===== src/rtl/alu_sequencer.sv =====
// ----------------------------------------------------------------------------
// alu_sequencer
//   Issue-side companion of the ALU. Accepts one instruction word at a time
//   over a valid/ready handshake. It decodes the word and reads two operands
//   from an internal register file. It then drives the ALU ports, captures
//   the ALU result and flags, and writes them back. One instruction takes
//   four cycles: IDLE -> DECODE -> EXECUTE -> WRITEBACK.
//
//   Handshake: an instruction is transferred on a rising clock edge where
//   instr_valid and instr_ready are both high. instr_ready is high only in
//   IDLE. The producer may hold instr_valid high for as long as it likes.
//
//   Optional feature: define ALU_SEQ_IMM_EN to build the immediate operand
//   mux. When it is built, instr[2]=1 replaces reg[rs2] with the
//   zero-extended value of instr[5:3].
//
// Instruction word:
//   [15:12] opcode  [11:9] rd  [8:6] rs1  [5:3] rs2  [2] imm sel  [1:0] rsvd
//
// Ports:
//   clock, reset             single clock; synchronous active-high reset
//   instr_valid/ready/instr  instruction handshake
//   load_en/addr/data        register preload, honoured only in IDLE
//   alu_primary/secondary    operands to the ALU, registered in DECODE
//   alu_operation            opcode to the ALU, registered in DECODE
//   alu_result/alu_flags     combinational ALU outputs
//   status_flags             architectural flags {V,Z,C,N} = bits {3,2,1,0}
//   done                     one-cycle pulse in WRITEBACK
//   illegal                  pulses together with done for unknown opcodes
//   dbg_addr/dbg_data        combinational register file read port
//
// Opcode codes: ADD=0, SUBTRACT=1, AND=2, OR=3, COMPLEMENT=4.
// ----------------------------------------------------------------------------
module alu_sequencer #(
   parameter int SIZE  = 16,
   parameter int NREGS = 8
) (
   input  logic            clock,
   input  logic            reset,
   input  logic            instr_valid,
   output logic            instr_ready,
   input  logic [15:0]     instr,
   input  logic            load_en,
   input  logic [2:0]      load_addr,
   input  logic [SIZE-1:0] load_data,
   output logic [SIZE-1:0] alu_primary,
   output logic [SIZE-1:0] alu_secondary,
   output logic [3:0]      alu_operation,
   input  logic [SIZE-1:0] alu_result,
   input  logic [3:0]      alu_flags,
   output logic [3:0]      status_flags,
   output logic            done,
   output logic            illegal,
   input  logic [2:0]      dbg_addr,
   output logic [SIZE-1:0] dbg_data
);

   localparam logic [3:0] ALU_ADD        = 4'h0;
   localparam logic [3:0] ALU_SUBTRACT   = 4'h1;
   localparam logic [3:0] ALU_AND        = 4'h2;
   localparam logic [3:0] ALU_OR         = 4'h3;
   localparam logic [3:0] ALU_COMPLEMENT = 4'h4;
   localparam int         OVERFLOWFLAG   = 3;

   typedef enum logic [1:0] {
      IDLE      = 2'd0,
      DECODE    = 2'd1,
      EXECUTE   = 2'd2,
      WRITEBACK = 2'd3
   } state_t;

   state_t state;
   state_t state_next;

   logic [3:0]      op_q;
   logic [2:0]      rd_q;
   logic [2:0]      rs1_q;
   logic [2:0]      rs2_q;
   logic [SIZE-1:0] result_q;
   logic [3:0]      flags_q;
   logic [SIZE-1:0] regs [NREGS];
   logic [SIZE-1:0] operand_b;
   logic [3:0]      flags_wb;
   logic            op_legal;
   logic            accept;
   logic            unused_instr_bits;

   assign accept = (state == IDLE) && instr_valid;

   // ---------------- FSM: state register ----------------
   always_ff @(posedge clock) begin
      if (reset) state <= IDLE;
      else       state <= state_next;
   end

   // ---------------- FSM: next state ----------------
   always_comb begin
      state_next = state;
      case (state)
         IDLE:      if (instr_valid) state_next = DECODE;
         DECODE:    state_next = EXECUTE;
         EXECUTE:   state_next = WRITEBACK;
         WRITEBACK: state_next = IDLE;
         default:   state_next = IDLE;
      endcase
   end

   // ---------------- FSM: outputs ----------------
   always_comb begin
      instr_ready = 1'b0;
      done        = 1'b0;
      illegal     = 1'b0;
      case (state)
         IDLE:      instr_ready = 1'b1;
         WRITEBACK: begin
            done    = 1'b1;
            illegal = ~op_legal;
         end
         default: ;
      endcase
   end

   // ---------------- decode ----------------
   assign op_legal = (op_q == ALU_ADD) || (op_q == ALU_SUBTRACT) ||
                     (op_q == ALU_AND) || (op_q == ALU_OR) ||
                     (op_q == ALU_COMPLEMENT);

   // The overflow flag only has meaning for ADD. Every other op clears it.
   always_comb begin
      flags_wb = flags_q;
      if (op_q != ALU_ADD) flags_wb[OVERFLOWFLAG] = 1'b0;
   end

`ifdef ALU_SEQ_IMM_EN
   logic imm_q;

   always_ff @(posedge clock) begin
      if (reset)       imm_q <= 1'b0;
      else if (accept) imm_q <= instr[2];
   end

   assign operand_b         = imm_q ? SIZE'(rs2_q) : regs[rs2_q];
   assign unused_instr_bits = &{1'b0, instr[1:0]};
`else
   assign operand_b         = regs[rs2_q];
   assign unused_instr_bits = &{1'b0, instr[2:0]};
`endif

   // Instruction latch
   always_ff @(posedge clock) begin
      if (reset) begin
         op_q  <= '0;
         rd_q  <= '0;
         rs1_q <= '0;
         rs2_q <= '0;
      end else if (accept) begin
         op_q  <= instr[15:12];
         rd_q  <= instr[11:9];
         rs1_q <= instr[8:6];
         rs2_q <= instr[5:3];
      end
   end

   // ALU operand ports change only on the DECODE edge and hold otherwise.
   always_ff @(posedge clock) begin
      if (reset) begin
         alu_primary   <= '0;
         alu_secondary <= '0;
         alu_operation <= '0;
      end else if (state == DECODE) begin
         alu_primary   <= regs[rs1_q];
         alu_secondary <= operand_b;
         alu_operation <= op_q;
      end
   end

   // ALU output capture at the end of EXECUTE
   always_ff @(posedge clock) begin
      if (reset) begin
         result_q <= '0;
         flags_q  <= '0;
      end else if (state == EXECUTE) begin
         result_q <= alu_result;
         flags_q  <= alu_flags;
      end
   end

   // Architectural flags
   always_ff @(posedge clock) begin
      if (reset)                               status_flags <= '0;
      else if (state == WRITEBACK && op_legal) status_flags <= flags_wb;
   end

   // Register file. A preload can only happen in IDLE and a writeback only
   // in WRITEBACK, so the two write ports never collide. A preload in the
   // accepting IDLE cycle is visible to the DECODE read that follows.
   always_ff @(posedge clock) begin
      if (reset) begin
         for (int i = 0; i < NREGS; i++) regs[i] <= '0;
      end else if (state == IDLE && load_en) begin
         regs[load_addr] <= load_data;
      end else if (state == WRITEBACK && op_legal) begin
         regs[rd_q] <= result_q;
      end
   end

   assign dbg_data = regs[dbg_addr];

endmodule


===== config.mk =====
export PLATFORM = sky130hd
export DESIGN_NAME = alu_sequencer
export DESIGN_NICKNAME = d
export VERILOG_FILES = /design/src/rtl/alu_sequencer.sv
export SDC_FILE = /design/constraint.sdc
export NUM_CORES = 1
export LEC_CHECK = 0
export CORE_ASPECT_RATIO = 1.1
export CORE_MARGIN = 1.5
export CORE_UTILIZATION = 50
export CTS_CLUSTER_SIZE = 10
export DETAILED_ROUTE_END_ITERATION = 8
export PLACE_DENSITY = 0.74
export SLEW_MARGIN = 15
export SYNTH_ARGS = -nofsm -noshare
export SYNTH_HDL_FRONTEND = slang
export SYNTH_SLANG_ARGS = --single-unit
export TNS_END_PERCENT = 50

===== constraint.sdc =====
create_clock -name clock -period 4.25 [get_ports clock]
set_clock_uncertainty 0.15 [all_clocks]
set_input_delay 0.85 -clock clock [delete_from_list [all_inputs] [get_ports clock]]
set_output_delay 0.85 -clock clock [all_outputs]
set_load 0.02 [all_outputs]

Word level (Yosys, flattened, before mapping)
Memory sizes are Yosys's and may differ from the RTL's. A register that Yosys moved wholly into a read port is not among the register bits.
Index checks and enable logic that the tools add are counted.
W data, S select, Z words.
- equality and inequality tests: 8
- multiplexer cells: 21
- bitwise operators: 1
- reductions and logical operators: 12
- operator list (operator ; number):
    $mux W16 ; 2
    $reduce_or A16 Y1 ; 2
    $mux W1 ; 15
    $eq A4 B2 Y1 const B ; 2
    $pmux W2 S4 ; 1
    $mux W3 ; 2
    $eq A2 B2 Y1 const B ; 2
    $eq A4 B1 Y1 const B ; 1
    $eq A4 B3 Y1 const B ; 1
    $logic_not A4 Y1 ; 1
    $logic_or A1 B1 Y1 ; 4
    $reduce_bool A4 Y1 ; 1
    $logic_and A1 B1 Y1 ; 3
    $eq A2 B1 Y1 const B ; 1
    $logic_not A2 Y1 ; 1
    $mux W2 ; 1
    $ne A2 B2 Y1 const B ; 1
    $not A1 Y1 ; 1
- register bits after elaboration: 43
- RAM bits: 128
- input bits: 62
- output and inout bits: 59
- word-level logic and storage cells: 52
- memories: 1
- memory list (memory ; words ; width ; read ports ; clocked after Yosys merged registers in ; wr ports ; line ; source):
    regs ; 8 ; 16 ; 3 ; 2 ; 8 ; 81 ; logic [SIZE-1:0] regs [NREGS];

Longest topological paths before layout
Gate-level depths: netlist of the first run.
- depth in word-level cells: 12
- gate-level depth with buffers: 8
- depth with buffers taken out: 6

Worst setup path before layout of the first run
OpenSTA, ideal clock, no wires.
- path kind: in2out
- start: input dbg_addr[0]
- end: output dbg_data[0]
- data arrival time: 2211 ps
- required time: 3250 ps
- setup slack: 1039 ps
- stages on the path: 4
- path buffers: 2
- cell sequence: clkbuf_1 buf_2 mux4_2 mux2_2
- cells in the longest elaborated chain, start to end: 1
- ends and longest elaborated chain (what ; line ; source):
    start: declaration ; 54 ; input logic [2:0] dbg_addr,
    $mem_v2 Z8 W16 ; n/a ;
    end: declaration ; 55 ; output logic [SIZE-1:0] dbg_data
No other way between the ends.

Final worst setup path of the first run
- start: input dbg_addr[1]
- end: output dbg_data[13]
Same word-level chain as after synthesis.

==> results.py, run 1 <==
metrics = {
    "status": {
        "status": "finished clean",
    },
    "place": {
        "io_buffers": 117,
        "dpl_cell_area_um2": 12200,
        "hpwl_um": 16900,
        "gp_congestion": 0.778,
    },
    "floorplan": {
        "row_count": 56,
        "io_pins": 121,
        "die_h_um": 157,
        "coreArea_um2": 21200,
        "die-width_um": 143,
        "initial_core_util_pct": 50.7,
        "die-area_um2": 22300,
    },
    "synthesis": {
        "async_flop_share_pct": 0,
        "synth_edf_count": 128,
        "syn_avg_cell_area_um2": 13.8,
        "syn_inst": 778,
        "ys_seq_area_share_pct": 49.8,
        "synth_most_common_cell": "nor2_1",
        "synth_top_area_cell": "edfxtp_1",
        "syn_nets": 845,
        "netlist.area_leader.share_pct": 35.8,
        "muxShareOfSynthArea_pct": 29.8,
        "syn-cell-area_um2": 10700,
        "synth_common_cells": "nor2_1, edfxtp_1, mux4_2",
        "ys_warn_count": 0,
        "synthFlopType": "edfxtp_1",
        "ys_seq_elements": 203,
        "synth_area_leaders": "edfxtp_1, mux4_2, dfxtp_1, nor2_1, mux2i_1",
        "synth_compound_area_share_pct": 6.43,
        "yosysUniqueCellTypes": 42,
        "synth-xor-area-share_pct": 0,
        "synth-adder-area-share_pct": 0.583,
        "synth_simple_gate_area_share_pct": 9.81,
        "synth_top_family_by_area": "multiplexers",
    },
    "hold_path": {
        "hold_path.class": "flop to flop",
        "hp-start": "flags_q[0]",
        "holdPathStages": 2,
        "holdPathEnd": "status_flags[0]",
    },
    "finish": {
        "fin_nets": 956,
        "fillers": 1665,
        "final_layout_size_suffix_gt1_share_pct": 23.3,
        "syn_to_final_growth_pct": 19.8,
        "n_antenna_cell": 0,
        "fin_area_um2": 12800,
    },
    "clock_tree": {
        "cts_sinks": 203,
        "clk-insertion-delay-late_ns": 0.51,
        "cts_buffers": 24,
        "postCtsSetupBuffers": 0,
        "cts_tree": "done",
        "cts_root_buf": "clkbuf_16",
        "cts_buffer_depth": 3,
        "htreeDepth": 1,
        "ctsResizeCount": 0,
        "cts_hold_buf": 0,
        "clk_pin_slew_ns": 0.05,
    },
    "worst_setup_path": {
        "crit_arrival_ns": 2.81,
        "r2r_end": "regs[2][1]",
        "critical_path.top_delay_family": "buffers and inverters",
        "r2r_setup_slack_ns": 1.45,
        "critical_path_required_ns": 3.25,
        "crit_path_top_delay_cell": "clkdlybuf4s50_1",
        "worst_path_most_repeated_cell": "clkdlybuf4s50_1",
        "critPathLaunchType": "input pin",
        "cp_cell_sequence": "clkdlybuf4s50_1, buf_12, mux4_2, mux2_2, clkdlybuf4s50_1",
        "cp.buffers_inverters": 3,
        "regToRegStartpoint": "state[1]",
        "reg2reg_depth": 6,
        "cp_max_fo": 32,
        "max_stage_delay_ns": 0.56,
        "critPathCaptureType": "primary output",
        "cp_num_cells": 5,
        "critPathKind": "input pin to primary output",
    },
    "sta": {
        "finalSetupViolCount": 0,
        "tightest_slew_ns": 1.04,
        "slew_violations": 0,
        "min_period_over_period_pct": 89.7,
        "finalHoldViolCount": 0,
        "period_needed_ns": 3.81,
        "fmax_mhz": 262,
        "setup_tns_ns": 0,
        "slew_headroom_pct": 30.4,
        "rsz0062_at_grt": "false",
    },
    "global_route": {
        "grt_pass1_vias": 7074,
        "grt_pass1_wl_um": 40200,
        "overflow": 0,
        "antenna_found_initial": 0,
        "grt_max_degree": 76,
        "gr-usage-all-layers_pct": 24.3,
    },
    "drt": {
        "final_antenna_net_count": 0,
        "drtIter0Drc": 561,
        "drc": 0,
        "vias": 7011,
        "routedWlPerCell_um": 21.8,
        "dr.pass1.iters": 5,
        "drt-total-wl_um": 26100,
        "drt-vias-per-instance": 5.86,
    },
    "pwr": {
        "ir_drop_mv": 0.347,
        "p_leak_nw": 4.31,
        "p_per_area_nw_per_um2": 488,
        "design_power_total_mw": 6.28,
    },
    "run": {
        "cap_violations": 0,
    },
}
sequential cells by signal, indices dropped and copies added, names as in the netlist:
register       cells
op_q               4
rd_q               3
rs1_q              3
alu_secondary     16
rs2_q              3
state              2
status_flags       4
alu_operation      4
regs             128
result_q          16
flags_q            4
alu_primary       16
metal layers:
layer	up-vias	share of wire (%)	track usage, %
met2	333	49	41.1
met4	0	2.8	8.39
li1	3176	-	-
met3	57	8.4	3.82
met1	3445	39	32.0
met5	-	0	0
worst min-delay path, stage by stage (launching register included):
cell,delay [ns]
dfxtp_1,0.31
nand3_1,0.06
a21oi_1,0.05
where the power goes:
group	internal (mW)	switching, mW
Clock	1.09	0.763
Combinational	0.885	0.928
Sequential	2.36	0.249
Total	4.33	1.94
area by class of cell:
cell class / instances / area, µm² / area share [%]
flip-flops and latches: 203 / 5350 / 41.6
multi-input cells: 508 / 5000 / 39.0
clock buffers: 43 / 693 / 5.39
well taps: 290 / 363 / 2.82
repair buffers: 148 / 1420 / 11.0
clock inverters: 1 / 3.75 / 0.0292
inverters: 4 / 15.0 / 0.117
placed cells by master (no fill, tap or decap), types with 2 or more instances in the layout:
cell type,n
edfxtp_1,128
nor2_1,187
a311oi_4,2
buf_4,29
dfxtp_2,4
mux4_2,96
nand2b_1,2
mux2i_4,10
mux2i_1,63
ha_1,4
inv_1,3
nand2_1,43
buf_2,2
nor4_4,3
clkdlybuf4s50_1,115
clkbuf_16,25
a211oi_1,33
dfxtp_1,71
nand3_1,3
a21oi_1,18
clkbuf_1,18
mux2_2,16
o211ai_4,8
buf_12,2
through the flow:
| stage | utilization (%) | setup WS, ns | cells | hold WS (ns) |
|---|---|---|---|---|
| 4_1_cts | 60.7 | 0.434 | 1197 | 0.322 |
| 5_1_grt | 60.7 | 0.416 | 1197 | 0.343 |
| 3_3_place_gp | 57.4 | 0.444 | 1153 | 0.302 |
| 6_report | 60.7 | 0.439 | 1197 | 0.321 |
| 3_5_place_dp | 57.4 | 0.443 | 1153 | 0.308 |
| 2_1_floorplan | - | 1.04 | 778 | 0.293 |
worst max path at each step:
stage	from	slack (ns)	endpoint
floorplan	dbg_addr[0]	1.04	dbg_data[0]
global route	dbg_addr[1]	0.42	dbg_data[5]
finish	dbg_addr[1]	0.44	dbg_data[13]
detailed placement	dbg_addr[1]	0.44	dbg_data[13]
CTS	dbg_addr[1]	0.43	dbg_data[13]
global placement	dbg_addr[1]	0.44	dbg_data[13]
logic make-up after synthesis:
| logic type | Yosys count |
|---|---|
| buffers and inverters | 67 |
| AND/OR/NAND/NOR | 248 |
| flip-flops | 203 |
| multiplexers | 185 |
| adder cells (fa/ha/maj) | 5 |
| AO/OA/AOI/OAI | 70 |
No activity file was read; power rests on OpenSTA's default activity.
==> run 2, diff against run 1 <==
--- a/config.mk
+++ b/config.mk
@@ -8,6 +8,7 @@
 export CORE_ASPECT_RATIO = 1.1
 export CORE_MARGIN = 1.5
 export CORE_UTILIZATION = 50
+export CTS_BUF_LIST = sky130_fd_sc_hd__clkbuf_2 sky130_fd_sc_hd__clkbuf_4 sky130_fd_sc_hd__clkbuf_8
 export CTS_CLUSTER_SIZE = 10
 export DETAILED_ROUTE_END_ITERATION = 8
 export PLACE_DENSITY = 0.74
==> run 2 against run 1 <==
Global-route usage is 0.050 points higher. Core utilization up 0.15 points. Maximum frequency hardly changed. Critical path depth unchanged. Routed wire length barely moved. Highest routed layer unchanged. Clock power about the same. First-iteration DRC count shrank 4.5%. Sequential share of layout area fell by 0.10 points.
==> results.py, run 2 (synthesis gave the netlist of run 1 again) <==
metrics = {
    "status": {
        "status": "finished clean",
    },
    "finish": {
        "final_layout_size_suffix_gt1_share_pct": 26.6,
        "n_antenna_cell": 0,
        "fin_area_um2": 12900,
        "largest_reg_flops": 128,
        "syn_to_final_growth_pct": 20.1,
        "largest_register": "regs",
        "layout_common_cells": "nor2_1, edfxtp_1, clkdlybuf4s50_1",
        "fin_nets": 967,
        "final_common_cell": "nor2_1",
    },
    "clock_tree": {
        "cts_tree": "done",
        "cts_hold_buf": 0,
        "cts_sinks": 203,
        "clk-insertion-delay-late_ns": 0.51,
        "clk_pin_slew_ns": 0.06,
        "htreeDepth": 2,
        "postCtsSetupBuffers": 0,
        "cts_buffer_depth": 3,
        "cts_root_buf": "clkbuf_8",
        "cts_buffers": 35,
        "ctsResizeCount": 0,
    },
    "sta": {
        "rsz0062_at_grt": "false",
        "slew_headroom_pct": 30.0,
        "tightest_slew_ns": 1.05,
        "slew_violations": 0,
        "fmax_mhz": 263,
        "min_period_over_period_pct": 89.6,
        "setup_tns_ns": 0,
        "period_needed_ns": 3.81,
        "finalSetupViolCount": 0,
        "finalHoldViolCount": 0,
    },
    "worst_setup_path": {
        "regToRegStartpoint": "state[1]",
        "max_stage_delay_ns": 0.58,
        "critical_path_required_ns": 3.25,
        "reg2reg_depth": 6,
        "critPathKind": "input pin to primary output",
        "cp-startpoint": "dbg_addr[1]",
        "cp.buffers_inverters": 3,
        "r2r_setup_slack_ns": 1.45,
        "worst_path_most_repeated_cell": "clkdlybuf4s50_1",
        "crit_arrival_ns": 2.81,
        "cp_cell_sequence": "clkdlybuf4s50_1, buf_12, mux4_2, mux2_2, clkdlybuf4s50_1",
        "crit_path_top_delay_cell": "clkdlybuf4s50_1",
        "critical_path.top_delay_family": "buffers and inverters",
        "r2r_end": "regs[2][9]",
        "cp_max_fo": 32,
        "critPathCaptureType": "primary output",
        "critPathLaunchType": "input pin",
    },
    "floorplan": {
        "coreArea_um2": 21200,
        "initial_core_util_pct": 50.7,
        "die_h_um": 157,
        "io_pins": 121,
        "die-width_um": 143,
        "die-area_um2": 22300,
        "row_count": 56,
    },
    "hold_path": {
        "hold_path.class": "flop to flop",
        "holdPathStages": 2,
        "holdPathEnd": "status_flags[1]",
        "hp-start": "flags_q[1]",
    },
    "drt": {
        "dr.pass1.iters": 5,
        "wl_met2_um": 13000,
        "drt-total-wl_um": 26100,
        "routedWlPerCell_um": 21.4,
        "highest_layer": "met4",
        "vias": 7070,
        "drc": 0,
        "drt-vias-per-instance": 5.81,
        "drtIter0Drc": 536,
        "dr_wl_met3_um": 2350,
        "wl_met1_um": 10100,
        "final_antenna_net_count": 0,
    },
    "global_route": {
        "grt_pass1_vias": 7150,
        "grt_pass1_wl_um": 40000,
        "gr-usage-all-layers_pct": 24.3,
        "grt_max_degree": 76,
        "overflow": 0,
        "antenna_found_initial": 0,
    },
    "pwr": {
        "p_per_area_nw_per_um2": 484,
        "ir_drop_mv": 0.340,
        "p_leak_nw": 4.38,
        "design_power_total_mw": 6.24,
    },
    "run": {
        "cap_violations": 0,
    },
    "place": {
        "io_buffers": 117,
        "gp_congestion": 0.778,
        "hpwl_um": 16900,
        "dpl_cell_area_um2": 12200,
    },
}
==> run 2: changes by cell type in the layout (fill, tap and decap cells not counted) <==
cell | before | now
bufinv_16 | 0 | 1
clkbuf_4 | 0 | 13
clkbuf_16 | 25 | 0
clkinv_2 | 0 | 5
clkbuf_8 | 0 | 41
clkinv_1 | 1 | 3
clkbuf_1 | 18 | 0
==> run 2: worst max path at each step <==
stage	to	slack [ns]	depth (start not counted)
floorplan	dbg_data[0]	1.04	4
global placement	dbg_data[13]	0.44	5
detailed placement	dbg_data[13]	0.44	5
CTS	dbg_data[13]	0.44	5
global route	dbg_data[5]	0.42	5
finish	dbg_data[11]	0.44	5
==> run 2: worst min-delay path: stages (launching register included) <==
cell and delay (ns):
dfxtp_1 0.31, nand3_1 0.06, a21oi_1 0.05
==> run 2: through the flow <==
stage,std cells,hold WS (ns),utilization (%),setup slack (ns)
floorplan,778,0.293,-,1.04
CTS,1216,0.322,60.9,0.437
detailed placement,1153,0.308,57.4,0.443
finish,1216,0.323,60.9,0.442
global placement,1153,0.302,57.4,0.444
global route,1216,0.342,60.9,0.419
==> run 2: where the power goes <==
part	switching [mW]	internal (mW)	total [mW]
Sequential	0.249	2.36	2.61
Clock	0.766	1.05	1.82
Combinational	0.928	0.885	1.81
==> run 2: area by class of cell <==
class	instances	area, µm²
Sequential cell	203	5350
Multi-Input combinational cell	508	5000
Clock inverter	9	66.3
Tap cell	290	363
Clock buffer	54	662
Fill cell	1677	8280
Timing Repair Buffer	148	1420
Inverter	4	15.0
==> run 2: routing by layer <==
metal,vias up,global-route usage [%]
met5,-,0
met3,50,4.71
li1,3201,-
met1,3473,31.7
met2,346,40.8
met4,0,8.59
==> run 3, diff against run 2 <==
==> constraint.sdc (replaced) <==
create_clock -name clock -period 4.5 [get_ports clock]
set_clock_uncertainty 0.15 [all_clocks]
set_input_delay 0.9 -clock clock [delete_from_list [all_inputs] [get_ports clock]]
set_output_delay 0.9 -clock clock [all_outputs]
set_load 0.02 [all_outputs]
==> run 3 against run 2 <==
Sequential cell count is the same. Routed wire length grew 1.0%. Die area is the same. Worst hold slack lost 0.015 ns. Via count shrank 0.59%. Clock power shrank 11%. Power shrank 7.1%. Core utilization shrank 0.47 points. Sequential power shrank 6%. Combinational power shrank 5%. Critical path type unchanged. Critical endpoint is now dbg_data[13].
==> results.py, run 3 (synthesis gave the netlist of run 1 again) <==
metrics = {
    "finish": {
        "largest_register": "regs",
        "layout.cells.non_filler": 1209,
        "layout_common_cells": "nor2_1, edfxtp_1, clkdlybuf4s50_1",
        "n_antenna_cell": 0,
        "final_layout_size_suffix_gt1_share_pct": 25.8,
        "syn_to_final_growth_pct": 19.2,
        "final_common_cell": "nor2_1",
        "largest_reg_flops": 128,
        "fillers": 1713,
        "fin_nets": 961,
    },
    "global_route": {
        "antenna_found_initial": 0,
        "grt_max_degree": 76,
        "grt_pass1_wl_um": 40300,
        "gr-usage-all-layers_pct": 24.5,
        "grt_pass1_vias": 7037,
        "overflow": 0,
    },
    "sta": {
        "period_needed_ns": 3.90,
        "finalHoldViolCount": 0,
        "min_period_over_period_pct": 86.6,
        "fmax_mhz": 257,
        "rsz0062_at_grt": "false",
        "slew_headroom_pct": 34.9,
        "tightest_slew_ns": 0.976,
        "finalSetupViolCount": 0,
        "slew_violations": 0,
        "hold_ws_ns": 0.309,
        "setup_tns_ns": 0,
    },
    "worst_setup_path": {
        "critPathKind": "input pin to primary output",
        "crit_arrival_ns": 2.85,
        "r2r_setup_slack_ns": 1.63,
        "cp_max_fo": 32,
        "critPathLaunchType": "input pin",
        "regToRegStartpoint": "state[1]",
        "critical_path_required_ns": 3.45,
        "reg2reg_depth": 6,
        "critPathCaptureType": "primary output",
        "r2r_end": "regs[3][14]",
    },
    "clock_tree": {
        "clk_pin_slew_ns": 0.06,
        "postCtsSetupBuffers": 0,
        "cts_hold_buf": 0,
        "cts_sinks": 203,
        "htreeDepth": 2,
        "cts_buffers": 35,
        "cts_tree": "done",
        "cts_buffer_depth": 3,
        "clk-insertion-delay-late_ns": 0.52,
        "ctsResizeCount": 0,
        "cts_root_buf": "clkbuf_8",
    },
    "hold_path": {
        "holdPathEnd": "status_flags[3]",
        "holdPathStages": 2,
        "hold_path.class": "flop to flop",
        "hp-start": "status_flags[3]",
    },
    "drt": {
        "final_antenna_net_count": 0,
        "drtIter0Drc": 526,
        "drt-total-wl_um": 26300,
        "wl_met2_um": 13200,
        "dr.pass1.iters": 5,
        "drt-vias-per-instance": 5.81,
        "routedWlPerCell_um": 21.8,
        "drc": 0,
        "highest_layer": "met4",
        "vias": 7028,
        "dr_wl_met3_um": 2550,
        "wl_met1_um": 10100,
    },
    "pwr": {
        "p_per_area_nw_per_um2": 453,
        "ir_drop_mv": 0.340,
        "design_power_total_mw": 5.79,
        "p_leak_nw": 4.32,
    },
    "floorplan": {
        "coreArea_um2": 21200,
        "die-width_um": 143,
        "die-area_um2": 22300,
        "die_h_um": 157,
        "initial_core_util_pct": 50.7,
        "row_count": 56,
        "io_pins": 121,
    },
    "run": {
        "cap_violations": 0,
    },
    "place": {
        "hpwl_um": 16700,
        "gp_congestion": 0.780,
        "place_inst": 1147,
        "io_buffers": 117,
    },
    "status": {
        "status": "finished clean",
    },
}
[run 3: cell types whose count changed in the layout (fill, tap and decap cells not counted)]
cell	before	now
buf_4	29	23
bufinv_16	1	0
clkbuf_4	13	14
clkbuf_8	41	38
clkinv_1	3	5
clkinv_2	5	4
clkinvlp_4	0	1
[run 3: layout make-up]
class                   count  area [µm²]  area share, %
clock buffers              52         628           4.91
clock inverters            10        46.3          0.362
inverters                   4        15.0          0.117
multi-input cells         508        5000           39.2
flip-flops and latches    203        5350           41.9
well taps                 290         363           2.84
repair buffers            142        1370           10.7
[run 3: worst max-delay path by stage]
stage	endpoint	slack, ns	start	cells after the start
after CTS	dbg_data[13]	0.59	dbg_addr[1]	5
after detailed placement	dbg_data[5]	0.59	dbg_addr[1]	5
after global placement	dbg_data[13]	0.59	dbg_addr[1]	5
final	dbg_data[13]	0.60	dbg_addr[1]	5
after global routing	dbg_data[5]	0.56	dbg_addr[1]	5
after floorplan	dbg_data[0]	1.19	dbg_addr[0]	4
[run 3: through the flow]
stage	util [%]	cell area [µm²]	setup slack, ns
after detailed placement	57.2	12100	0.588
after floorplan	-	10700	1.19
after global placement	57.2	12100	0.588
after global routing	60.4	12800	0.556
final	60.4	12800	0.604
after CTS	60.4	12800	0.585
[run 3: per-layer routing]
metal	track usage, %	vias up
li1	-	3189
met1	31.6	3439
met2	41.8	351
met3	4.80	49
met4	7.61	0
met5	0	-
[run 3: worst max-delay path: stages]
cell             delay, ns
clkdlybuf4s50_1       0.51
buf_12                0.23
mux4_2                0.32
mux2_2                0.29
clkdlybuf4s50_1       0.56
[run 3: power breakdown]
part / switching (mW) / internal (mW) / total, mW
clock network: 0.732 / 0.892 / 1.62
logic: 0.889 / 0.827 / 1.72
registers: 0.225 / 2.23 / 2.45
